## config.mk

```make
export PLATFORM = sky130hd
export DESIGN_NAME = dec2bin
export DESIGN_NICKNAME = d
export VERILOG_FILES = /design/src/rtl/dec2bin_pkg.sv /design/src/rtl/dec2bin_bcd_time_check.sv /design/src/rtl/dec2bin.sv
export SDC_FILE = /design/constraint.sdc
export NUM_CORES = 1
export LEC_CHECK = 0
export CELL_PAD_IN_SITES_DETAIL_PLACEMENT = 1
export CELL_PAD_IN_SITES_GLOBAL_PLACEMENT = 1
export CORE_UTILIZATION = 35
export CTS_BUF_LIST = sky130_fd_sc_hd__clkbuf_4 sky130_fd_sc_hd__clkbuf_8
export CTS_CLUSTER_DIAMETER = 60
export CTS_CLUSTER_SIZE = 10
export DETAILED_ROUTE_END_ITERATION = 10
export PLACE_DENSITY_LB_ADDON = 0.12
export SLEW_MARGIN = 25
export SYNTH_ARGS = -nofsm -noshare
export SYNTH_HDL_FRONTEND = slang
export SYNTH_SLANG_ARGS = --single-unit
```

## constraint.sdc

```tcl
create_clock -name clk -period 13.3 [get_ports clk]
set_clock_uncertainty 0.15 [all_clocks]
set_input_delay 2.66 -clock clk [delete_from_list [all_inputs] [get_ports clk]]
set_output_delay 2.66 -clock clk [all_outputs]
set_load 0.01 [all_outputs]
```

## src/rtl/dec2bin_pkg.sv

```systemverilog
// dec2bin_pkg
//   Shared constants and types for the BCD time -> binary centisecond decoder.
//   Holds the FSM state enum, the mixed-radix table used by the Horner
//   accumulation, digit legality limits, digit-index constants for slicing
//   the 32-bit HH:MM:SS:CC word, and the shift-add multiply helper.
package dec2bin_pkg;

    typedef enum logic [1:0] {
        IDLE = 2'd0,
        CONV = 2'd1,
        DONE = 2'd2
    } state_e;

    localparam int NUM_DIGITS = 8;
    localparam int DIGIT_W    = 4;
    localparam int WORD_W     = NUM_DIGITS * DIGIT_W;

    // Digit positions inside bcd_in; digit i occupies [4*i+3 : 4*i].
    localparam int DIG_CS_ONES  = 0;
    localparam int DIG_CS_TENS  = 1;
    localparam int DIG_SEC_ONES = 2;
    localparam int DIG_SEC_TENS = 3;
    localparam int DIG_MIN_ONES = 4;
    localparam int DIG_MIN_TENS = 5;
    localparam int DIG_HR_ONES  = 6;
    localparam int DIG_HR_TENS  = 7;

    // Legality limits.
    localparam logic [DIGIT_W-1:0] DIGIT_MAX  = 4'd9;
    localparam logic [DIGIT_W-1:0] TENS60_MAX = 4'd5;

    // Number of accumulate steps after the hours-tens digit is loaded.
    localparam logic [2:0] CONV_STEPS = 3'd7;

    // Radix applied at step k (k = 1..7) lives at index k-1.
    // Step order: hr ones, min tens, min ones, sec tens, sec ones, cs tens, cs ones.
    localparam logic [6:0][3:0] RADIX_TBL = {
        4'd10,  // step 7: cs ones
        4'd10,  // step 6: cs tens
        4'd10,  // step 5: sec ones
        4'd6,   // step 4: sec tens
        4'd10,  // step 3: min ones
        4'd6,   // step 2: min tens
        4'd10   // step 1: hr ones
    };

    // Pull one BCD digit out of the packed time word.
    function automatic logic [DIGIT_W-1:0] get_digit(input logic [WORD_W-1:0] v,
                                                     input int idx);
        return v[idx*DIGIT_W +: DIGIT_W];
    endfunction

    // Multiply by 10 or 6 using only shifts and adds. Any other radix
    // passes the value through; the table never holds one.
    function automatic logic [31:0] radix_mul(input logic [31:0] a,
                                              input logic [3:0]  r);
        logic [31:0] res;
        case (r)
            4'd10:   res = (a << 3) + (a << 1);
            4'd6:    res = (a << 2) + (a << 1);
            default: res = a;
        endcase
        return res;
    endfunction

endpackage

```

## src/rtl/dec2bin_bcd_time_check.sv

```systemverilog
// bcd_time_check
//   Combinational legality check of a packed HH:MM:SS:CC BCD word.
//   err = 1 when any digit is above 9, or the minutes/seconds tens digit
//   is above 5. Hours may be anything from 00 to 99.
// Ports:
//   bcd  input  32  packed BCD time, hours tens in the top nibble
//   err  output  1  the word is not a legal time
module bcd_time_check
    import dec2bin_pkg::*;
(
    input  logic [WORD_W-1:0] bcd,
    output logic              err
);

    logic [NUM_DIGITS-1:0] over_nine;
    logic                  min_tens_bad;
    logic                  sec_tens_bad;

    for (genvar g = 0; g < NUM_DIGITS; g++) begin : g_digit
        assign over_nine[g] = (bcd[g*DIGIT_W +: DIGIT_W] > DIGIT_MAX);
    end

    assign min_tens_bad = (get_digit(bcd, DIG_MIN_TENS) > TENS60_MAX);
    assign sec_tens_bad = (get_digit(bcd, DIG_SEC_TENS) > TENS60_MAX);

    assign err = (|over_nine) | min_tens_bad | sec_tens_bad;

endmodule

```

## src/rtl/dec2bin.sv

```systemverilog
// dec2bin
//   Sequential BCD time (HH:MM:SS:CC) to binary centisecond converter.
//   A value is accepted in IDLE, then seven Horner steps of
//   acc = acc*R + digit fold in the remaining digits, one per cycle, using
//   shift-add multiplies. The result is presented with a valid/ready
//   handshake. Fixed latency: out_valid rises 8 edges after acceptance.
// Ports:
//   clk        input   1  clock, rising edge
//   rst        input   1  synchronous active-high reset
//   in_valid   input   1  bcd_in is valid
//   in_ready   output  1  block can accept (IDLE only)
//   bcd_in     input  32  packed BCD time, hours tens in [31:28]
//   out_valid  output  1  result available
//   out_ready  input   1  consumer takes the result
//   bin_out    output 32  ((H*60+M)*60+S)*100+C, or 0 when err
//   err        output  1  input was not a legal time, qualified by out_valid
module dec2bin
    import dec2bin_pkg::*;
(
    input  logic        clk,
    input  logic        rst,
    input  logic        in_valid,
    output logic        in_ready,
    input  logic [31:0] bcd_in,
    output logic        out_valid,
    input  logic        out_ready,
    output logic [31:0] bin_out,
    output logic        err
);

    state_e      state_q, state_d;
    logic [31:0] sreg_q;      // remaining digits, next one in the top nibble
    logic [31:0] acc_q;
    logic [2:0]  step_q;
    logic        err_q;       // legality result latched at acceptance
    logic        chk_err;

    logic        load;
    logic        conv_en;
    logic        finish;      // first DONE cycle: publish the result
    logic        release_en;  // handshake completes this edge

    bcd_time_check u_check (
        .bcd (bcd_in),
        .err (chk_err)
    );

    // ---------------------------------------------------------------
    // FSM: state register
    // ---------------------------------------------------------------
    always_ff @(posedge clk) begin
        if (rst) state_q <= IDLE;
        else     state_q <= state_d;
    end

    // ---------------------------------------------------------------
    // FSM: next state
    // ---------------------------------------------------------------
    always_comb begin
        state_d = state_q;
        case (state_q)
            IDLE:    if (in_valid)               state_d = CONV;
            CONV:    if (step_q == CONV_STEPS)   state_d = DONE;
            DONE:    if (out_valid && out_ready) state_d = IDLE;
            default:                             state_d = IDLE;
        endcase
    end

    // ---------------------------------------------------------------
    // FSM: outputs / datapath enables
    // ---------------------------------------------------------------
    always_comb begin
        in_ready   = (state_q == IDLE);
        load       = (state_q == IDLE) && in_valid;
        conv_en    = (state_q == CONV);
        // out_valid is registered, so DONE spends one cycle publishing
        // before the result is visible; that gives the 8-edge latency.
        finish     = (state_q == DONE) && !out_valid;
        release_en = (state_q == DONE) && out_valid && out_ready;
    end

    // ---------------------------------------------------------------
    // Digit shift register, step counter and Horner accumulator
    // ---------------------------------------------------------------
    always_ff @(posedge clk) begin
        if (rst) begin
            sreg_q <= '0;
            acc_q  <= '0;
            step_q <= '0;
            err_q  <= 1'b0;
        end else if (load) begin
            // Hours tens seeds the accumulator; the rest queue up behind it.
            sreg_q <= {bcd_in[27:0], 4'h0};
            acc_q  <= {28'd0, bcd_in[31:28]};
            step_q <= 3'd1;
            err_q  <= chk_err;
        end else if (conv_en) begin
            acc_q  <= radix_mul(acc_q, RADIX_TBL[step_q - 3'd1])
                      + {28'd0, sreg_q[31:28]};
            sreg_q <= {sreg_q[27:0], 4'h0};
            // Wraps 7 -> 0 on the last step, leaving the counter idle.
            step_q <= step_q + 3'd1;
        end
    end

    // ---------------------------------------------------------------
    // Result registers, held stable for as long as out_ready stays low
    // ---------------------------------------------------------------
    always_ff @(posedge clk) begin
        if (rst) begin
            out_valid <= 1'b0;
            bin_out   <= '0;
            err       <= 1'b0;
        end else if (finish) begin
            out_valid <= 1'b1;
            bin_out   <= err_q ? 32'd0 : acc_q;
            err       <= err_q;
        end else if (release_en) begin
            out_valid <= 1'b0;
        end
    end

endmodule

```

-- Word-level counts from Yosys, hierarchy flattened
Memory sizes are Yosys's and may differ from the RTL's.
Index checks and enable logic that the tools add are counted.
W data, S select, Z words.
- register bits after elaboration: 100
- word-level logic and storage cells: 67
- memories kept: 1
- bits in read-only memories: 32
- memories (name ; depth ; width ; read ports ; clocked after memory_dff ; wr ports ; RTL line ; RTL):
    (name not given) ; 8 ; 4 ; 1 ; 0 ; 0 ; dec2bin.sv:98 ; acc_q <= radix_mul(acc_q, RADIX_TBL[step_q - 3'd1])
- add/sub/neg operators: 5
- $lt $le $gt $ge: 11
- reductions and logical operators: 12
- mux-type cells: 18
- eq/ne operators: 8
- bitwise operators: 2
- operators with widths (cell ; number):
    $mux W32 ; 6
    $add A32 B32 Y32 ; 2
    $pmux W32 S2 ; 1
    $add A32 B4 Y32 ; 1
    $gt A4 B4 Y1 const B ; 8
    $mux W4 ; 3
    $gt A4 B3 Y1 const B ; 2
    $reduce_or A8 Y1 ; 1
    $mux W2 ; 3
    $pmux W2 S3 ; 1
    $logic_and A1 B1 Y1 ; 5
    $eq A4 B3 Y1 const B ; 1
    $eq A4 B4 Y1 const B ; 1
    $lt A3 B4 Y1 const B ; 1
    $mux W1 ; 4
    $ne A2 B2 Y1 const B ; 2
    $reduce_bool A2 Y1 ; 2
    $add A3 B1 Y3 const B ; 1
    $eq A3 B3 Y1 const B ; 1
    $reduce_and A3 Y1 ; 1
    $sub A3 B1 Y3 const B ; 1
    $eq A2 B1 Y1 const B ; 1
    $eq A2 B2 Y1 const B ; 1
    $logic_not A2 Y1 ; 1
    4 further kinds ; 5

-- Longest topological paths before layout
- depth in word-level cells: 11
- gate-level depth with buffers: 23
- depth with buffers taken out: 18

-- Modules after synthesis
A second synthesis with hierarchy kept.
- cell total of the unflattened synthesis: 1111
- area, all modules: 8209.1 um2
- by module, submodules not included (module ; area each (um2) ; instances ; cells each):
    dec2bin ; 8145.3 ; 1 ; 1101
    bcd_time_check ; 63.8 ; 1 ; 10

-- Worst setup path after synthesis
OpenSTA, ideal clock, no wires.
- path kind: reg-to-reg
- from: register step_q[0]
- to: register acc_q[30]
- path slack: 8.402 ns
- stages on the path, launching flop included: 21
- library setup time: 0.079 ns
- arrival: 4.669 ns
- cells stage by stage: dfxtp_1 -> clkbuf_1 -> inv_1 -> ha_1 -> xor2_1 -> nor2_1 -> buf_2 -> buf_1 -> buf_1 -> o21ai_0 -> ha_1 -> a21o_1 -> a21oi_1 -> nand2b_1 -> or3_1 -> nor3_1 -> nand4_1 -> or2_4 -> nor4b_4 -> xnor2_1 -> a211oi_2
- longest elaborated chain between the ends: 9
- elaborated cells between the ends (all ways): 10
- RTL lines (element ; RTL line ; RTL):
    start: declaration ; dec2bin.sv:34 ; logic [2:0] step_q;
    start signal: assignment ; dec2bin.sv:102 ; step_q <= step_q + 3'd1;
    $sub A3 B1 Y3 (*) ; dec2bin.sv:98 ;
    $mem_v2 Z8 W4 (*) ; -- ;
    $mux W4 (not written as such) (*) ; dec2bin.sv:98 ;
    $eq A4 B3 Y1 or $eq A4 B4 Y1 (tied branches) ; dec2bin_pkg.sv:58 ; case (r)
    $pmux W32 S2 (*) ; dec2bin_pkg.sv:58 ;
    $mux W32 (*) ; dec2bin.sv:97 ; end else if (conv_en) begin
    $mux W32 (*) ; dec2bin.sv:91 ; end else if (load) begin
    $mux W32 (*) ; dec2bin.sv:86 ; if (rst) begin
    $add A32 B4 Y32 (*) ; dec2bin.sv:99 ; + {28'd0, sreg_q[31:28]};
    end signal: assignment ; dec2bin.sv:94 ; acc_q <= {28'd0, bcd_in[31:28]};
    end signal: assignment ; dec2bin.sv:98 ;
    end: declaration ; dec2bin.sv:33 ; logic [31:0] acc_q;
Every way passes the cells marked *; elsewhere a longest branch is shown, timed or not. The select of a mux whose other input is x is not followed.
A chain may end at the register's enable or synchronous reset.

-- Worst setup path in the final report
Ends and elaborated chain as after synthesis.

==> impl_metrics.json <==
{
  "synth_area_per_cell_um2": 7.385,
  "grt_pass1_wl_um": 44750,
  "fin_util_pct": 41.01,
  "synth_common_cells": "169 x nand2_1, 156 x a21oi_1, 100 x dfxtp_1",
  "numClockSinks": 100,
  "cp_num_buf_inv": 2,
  "grt_overflow": 0,
  "ctsRootBufferMaster": "clkbuf_8",
  "worstMarginPinSlew_ns": 0.9130,
  "vias_per_cell": 5.628,
  "synth_seq_cells": 100,
  "antenna_left": 0,
  "final_nets": 1243,
  "row_count": 55,
  "endpoint_kind": "flip-flop",
  "synthArstFlopShare_pct": 0,
  "drive_gt1_share_pct": 4.716,
  "seq_area_um2": 2003,
  "worstHoldPathType": "flip-flop to flip-flop",
  "path_clk_slew_ns": 0.11,
  "synth_seq_area_share_pct": 24.29,
  "synth_cell_types": 78,
  "finalPower_w": 0.0006394,
  "cts_max_level": 3,
  "setup_viol": 0,
  "yosysWarnings": 0,
  "maxSlewViolCount": 0,
  "cp.required_ns": 13.47,
  "dieArea_um2": 24160,
  "post_cts_buffers": 0,
  "die_w_um": 155.5,
  "grt_max_degree": 72,
  "totalWireLength_um": 27730,
  "path_cells": "inv_1 -> ha_1 -> xor2_1 -> nor2_2 -> buf_4 -> nand2_1 -> o21ai_0 -> ha_1 -> a21o_1 -> a21oi_1 -> nand2b_1 -> or3_1 -> nor3_1 -> nand4_1 -> or2_4 -> nor4b_4 -> xnor2_1 -> a211oi_2",
  "leakagePower_nw": 3.486,
  "critPathLaunchType": "flip-flop",
  "fmax_ghz": 0.2039,
  "holdBufCountCts": 0,
  "rsz0062_at_grt": "no",
  "period_share_pct": 36.88,
  "relSlewSlack_pct": 37.56,
  "netlist_area_um2": 8242,
  "cts_buffers": 9,
  "critPathKind": "flip-flop to flip-flop",
  "wire_per_inst_um": 19.02,
  "drt_iter0_drc": 431,
  "ys.flop_type": "dfxtp_1",
  "critPathMaxStageDelay_ns": 0.57,
  "multi_input_area_um2": 5944,
  "crit_slowest_cell": "dfxtp_1",
  "core_um2": 22850,
  "start_util_pct": 36.07,
  "synth_top_area_share_pct": 24.29,
  "outcome": "completed",
  "dp_hpwl_um": 21320,
  "synth.most_common_cell": "nand2_1",
  "n_fill_cell": 2892,
  "crit_arrival_ns": 5.07,
  "drt-pass1-iter-count": 4,
  "synth-edff-count": 0,
  "cp_common_cell": "ha_1",
  "die_h_um": 155.5,
  "grt_pass1_vias": 8159,
  "clkLatencyLatePin_ns": 0.40,
  "fin_tns_setup_ns": 0,
  "yosys.area.top_type": "dfxtp_1",
  "pwr_density_cell_nw_per_um2": 68.24,
  "grtUsageTotal_pct": 23.32,
  "io_buffers": 70,
  "cp_max_fo": 37,
  "gp_congestion": 0.8671,
  "top_level_ports": 71,
  "antennaDiodeCount": 0,
  "fin_crit_ns": 4.905,
  "cts-resized-gates": 0,
  "clockBufferDepth": 2,
  "syn_to_final_growth_pct": 13.69,
  "timing.max_cap.violations": 0,
  "hold_violations": 0,
  "netlist_instances": 1116,
  "cts_tree": "built",
  "path_delay_family": "simple AND/OR/NAND/NOR gates",
  "drc_errors": 0,
  "num_vias": 8205,
  "vdd_drop_max_uv": 54.94,
  "synth_nets": 1219,
  "synth_area_leaders": "dfxtp_1 24%, ha_1 9.7%, a21oi_1 9.5%",
  "antenna_found_initial": 0
}
-- cell usage in the layout (no fill, tap or decap), types with 5 or more instances in the layout --
| cell type | instances |
|---|---|
| a31oi_1 | 8 |
| xnor2_1 | 24 |
| dfxtp_1 | 99 |
| a22oi_1 | 28 |
| inv_1 | 17 |
| nand2_1 | 169 |
| nor2_1 | 73 |
| nand3_1 | 30 |
| buf_4 | 9 |
| nor2b_1 | 8 |
| o31ai_1 | 12 |
| or3_1 | 17 |
| clkbuf_8 | 9 |
| and3_1 | 9 |
| xor2_1 | 30 |
| ha_1 | 64 |
| nand3b_1 | 31 |
| clkdlybuf4s50_1 | 69 |
| a211o_1 | 7 |
| o21ai_0 | 51 |
| a21oi_1 | 156 |
| o211ai_1 | 12 |
| a211oi_1 | 11 |
| nand4_1 | 17 |
| a21o_1 | 20 |
| o21a_1 | 11 |
| nor3b_1 | 5 |
| nand2b_1 | 12 |
| nor3_1 | 26 |
| mux2i_1 | 15 |
-- routing by layer --
| metal | part of all wire (%) | global-route usage (%) |
|---|---|---|
| met5 | 0 | 0 |
| met4 | 1.4 | 4.995 |
| met3 | 2.3 | 2.535 |
| met2 | 49 | 40.74 |
| met1 | 48 | 30.75 |
-- worst register-to-register path, stage by stage (launching register included) --
cell and delay [ns]:
dfxtp_1 0.57, inv_1 0.09, ha_1 0.21, xor2_1 0.46, nor2_2 0.05, buf_4 0.30
nand2_1 0.13, o21ai_0 0.09, ha_1 0.35, a21o_1 0.13, a21oi_1 0.07, nand2b_1 0.19
or3_1 0.47, nor3_1 0.36, nand4_1 0.33, or2_4 0.35, nor4b_4 0.22, xnor2_1 0.11
a211oi_2 0.21
-- flip-flops by register name (all words and copies together) (netlist names) --
name       count
state_q        2
bin_out       32
step_q         3
acc_q         32
err            1
sreg_q        28
out_valid      1
err_q          1
-- per-stage QoR --
stage          instance area, µm²  hold WS, ns  cells  setup WS, ns
2_1_floorplan                8242       0.2860   1116         8.402
5_1_grt                      9370       0.3352   1458         8.051
3_5_place_dp                 9165       0.2940   1442         8.399
4_1_cts                      9369       0.3081   1458         8.357
6_report                     9370       0.3065   1458         8.395
3_3_place_gp                 9160       0.2913   1442         8.218
-- power by group --
| group | switching [W] | internal [W] |
|---|---|---|
| combinational | 0.0000696 | 0.0000467 |
| clock | 0.000127 | 0.0000748 |
| sequential | 0.0000130 | 0.000308 |
-- cell type report --
| type | instances | share of cell area (%) |
|---|---|---|
| Clock buffer | 9 | 1.322 |
| Clock inverter | 7 | 0.8546 |
| Inverter | 17 | 0.6810 |
| Multi-Input combinational cell | 933 | 63.44 |
| Sequential cell | 100 | 21.38 |
| Tap cell | 313 | 4.179 |
| Timing Repair Buffer | 79 | 8.145 |
-- worst paths after layout --
| kind | slack [ns] | endpoint | cells after the start | from |
|---|---|---|---|---|
| worst min register to register | 0.31 | bin_out[19] | 2 | bin_out[19] |
| worst min-delay path | 0.31 | bin_out[19] | 2 | bin_out[19] |
| worst max-delay path | 8.39 | acc_q[30] | 18 | step_q[0] |
| worst max register to register | 8.39 | acc_q[30] | 18 | step_q[0] |
-- cell families after synthesis --
| kind of cell | synth area share, % |
|---|---|
| and+or+nand+nor | 25.58 |
| AOI/OAI and AO/OA | 28.06 |
| DFF | 24.29 |
| buffers and inverters | 3.826 |
| adders and majority gates | 10.44 |
| xor gates and xnor gates | 5.936 |
| muxes | 1.822 |
| other | 0.04550 |
Power figures use the tool's default switching activity.
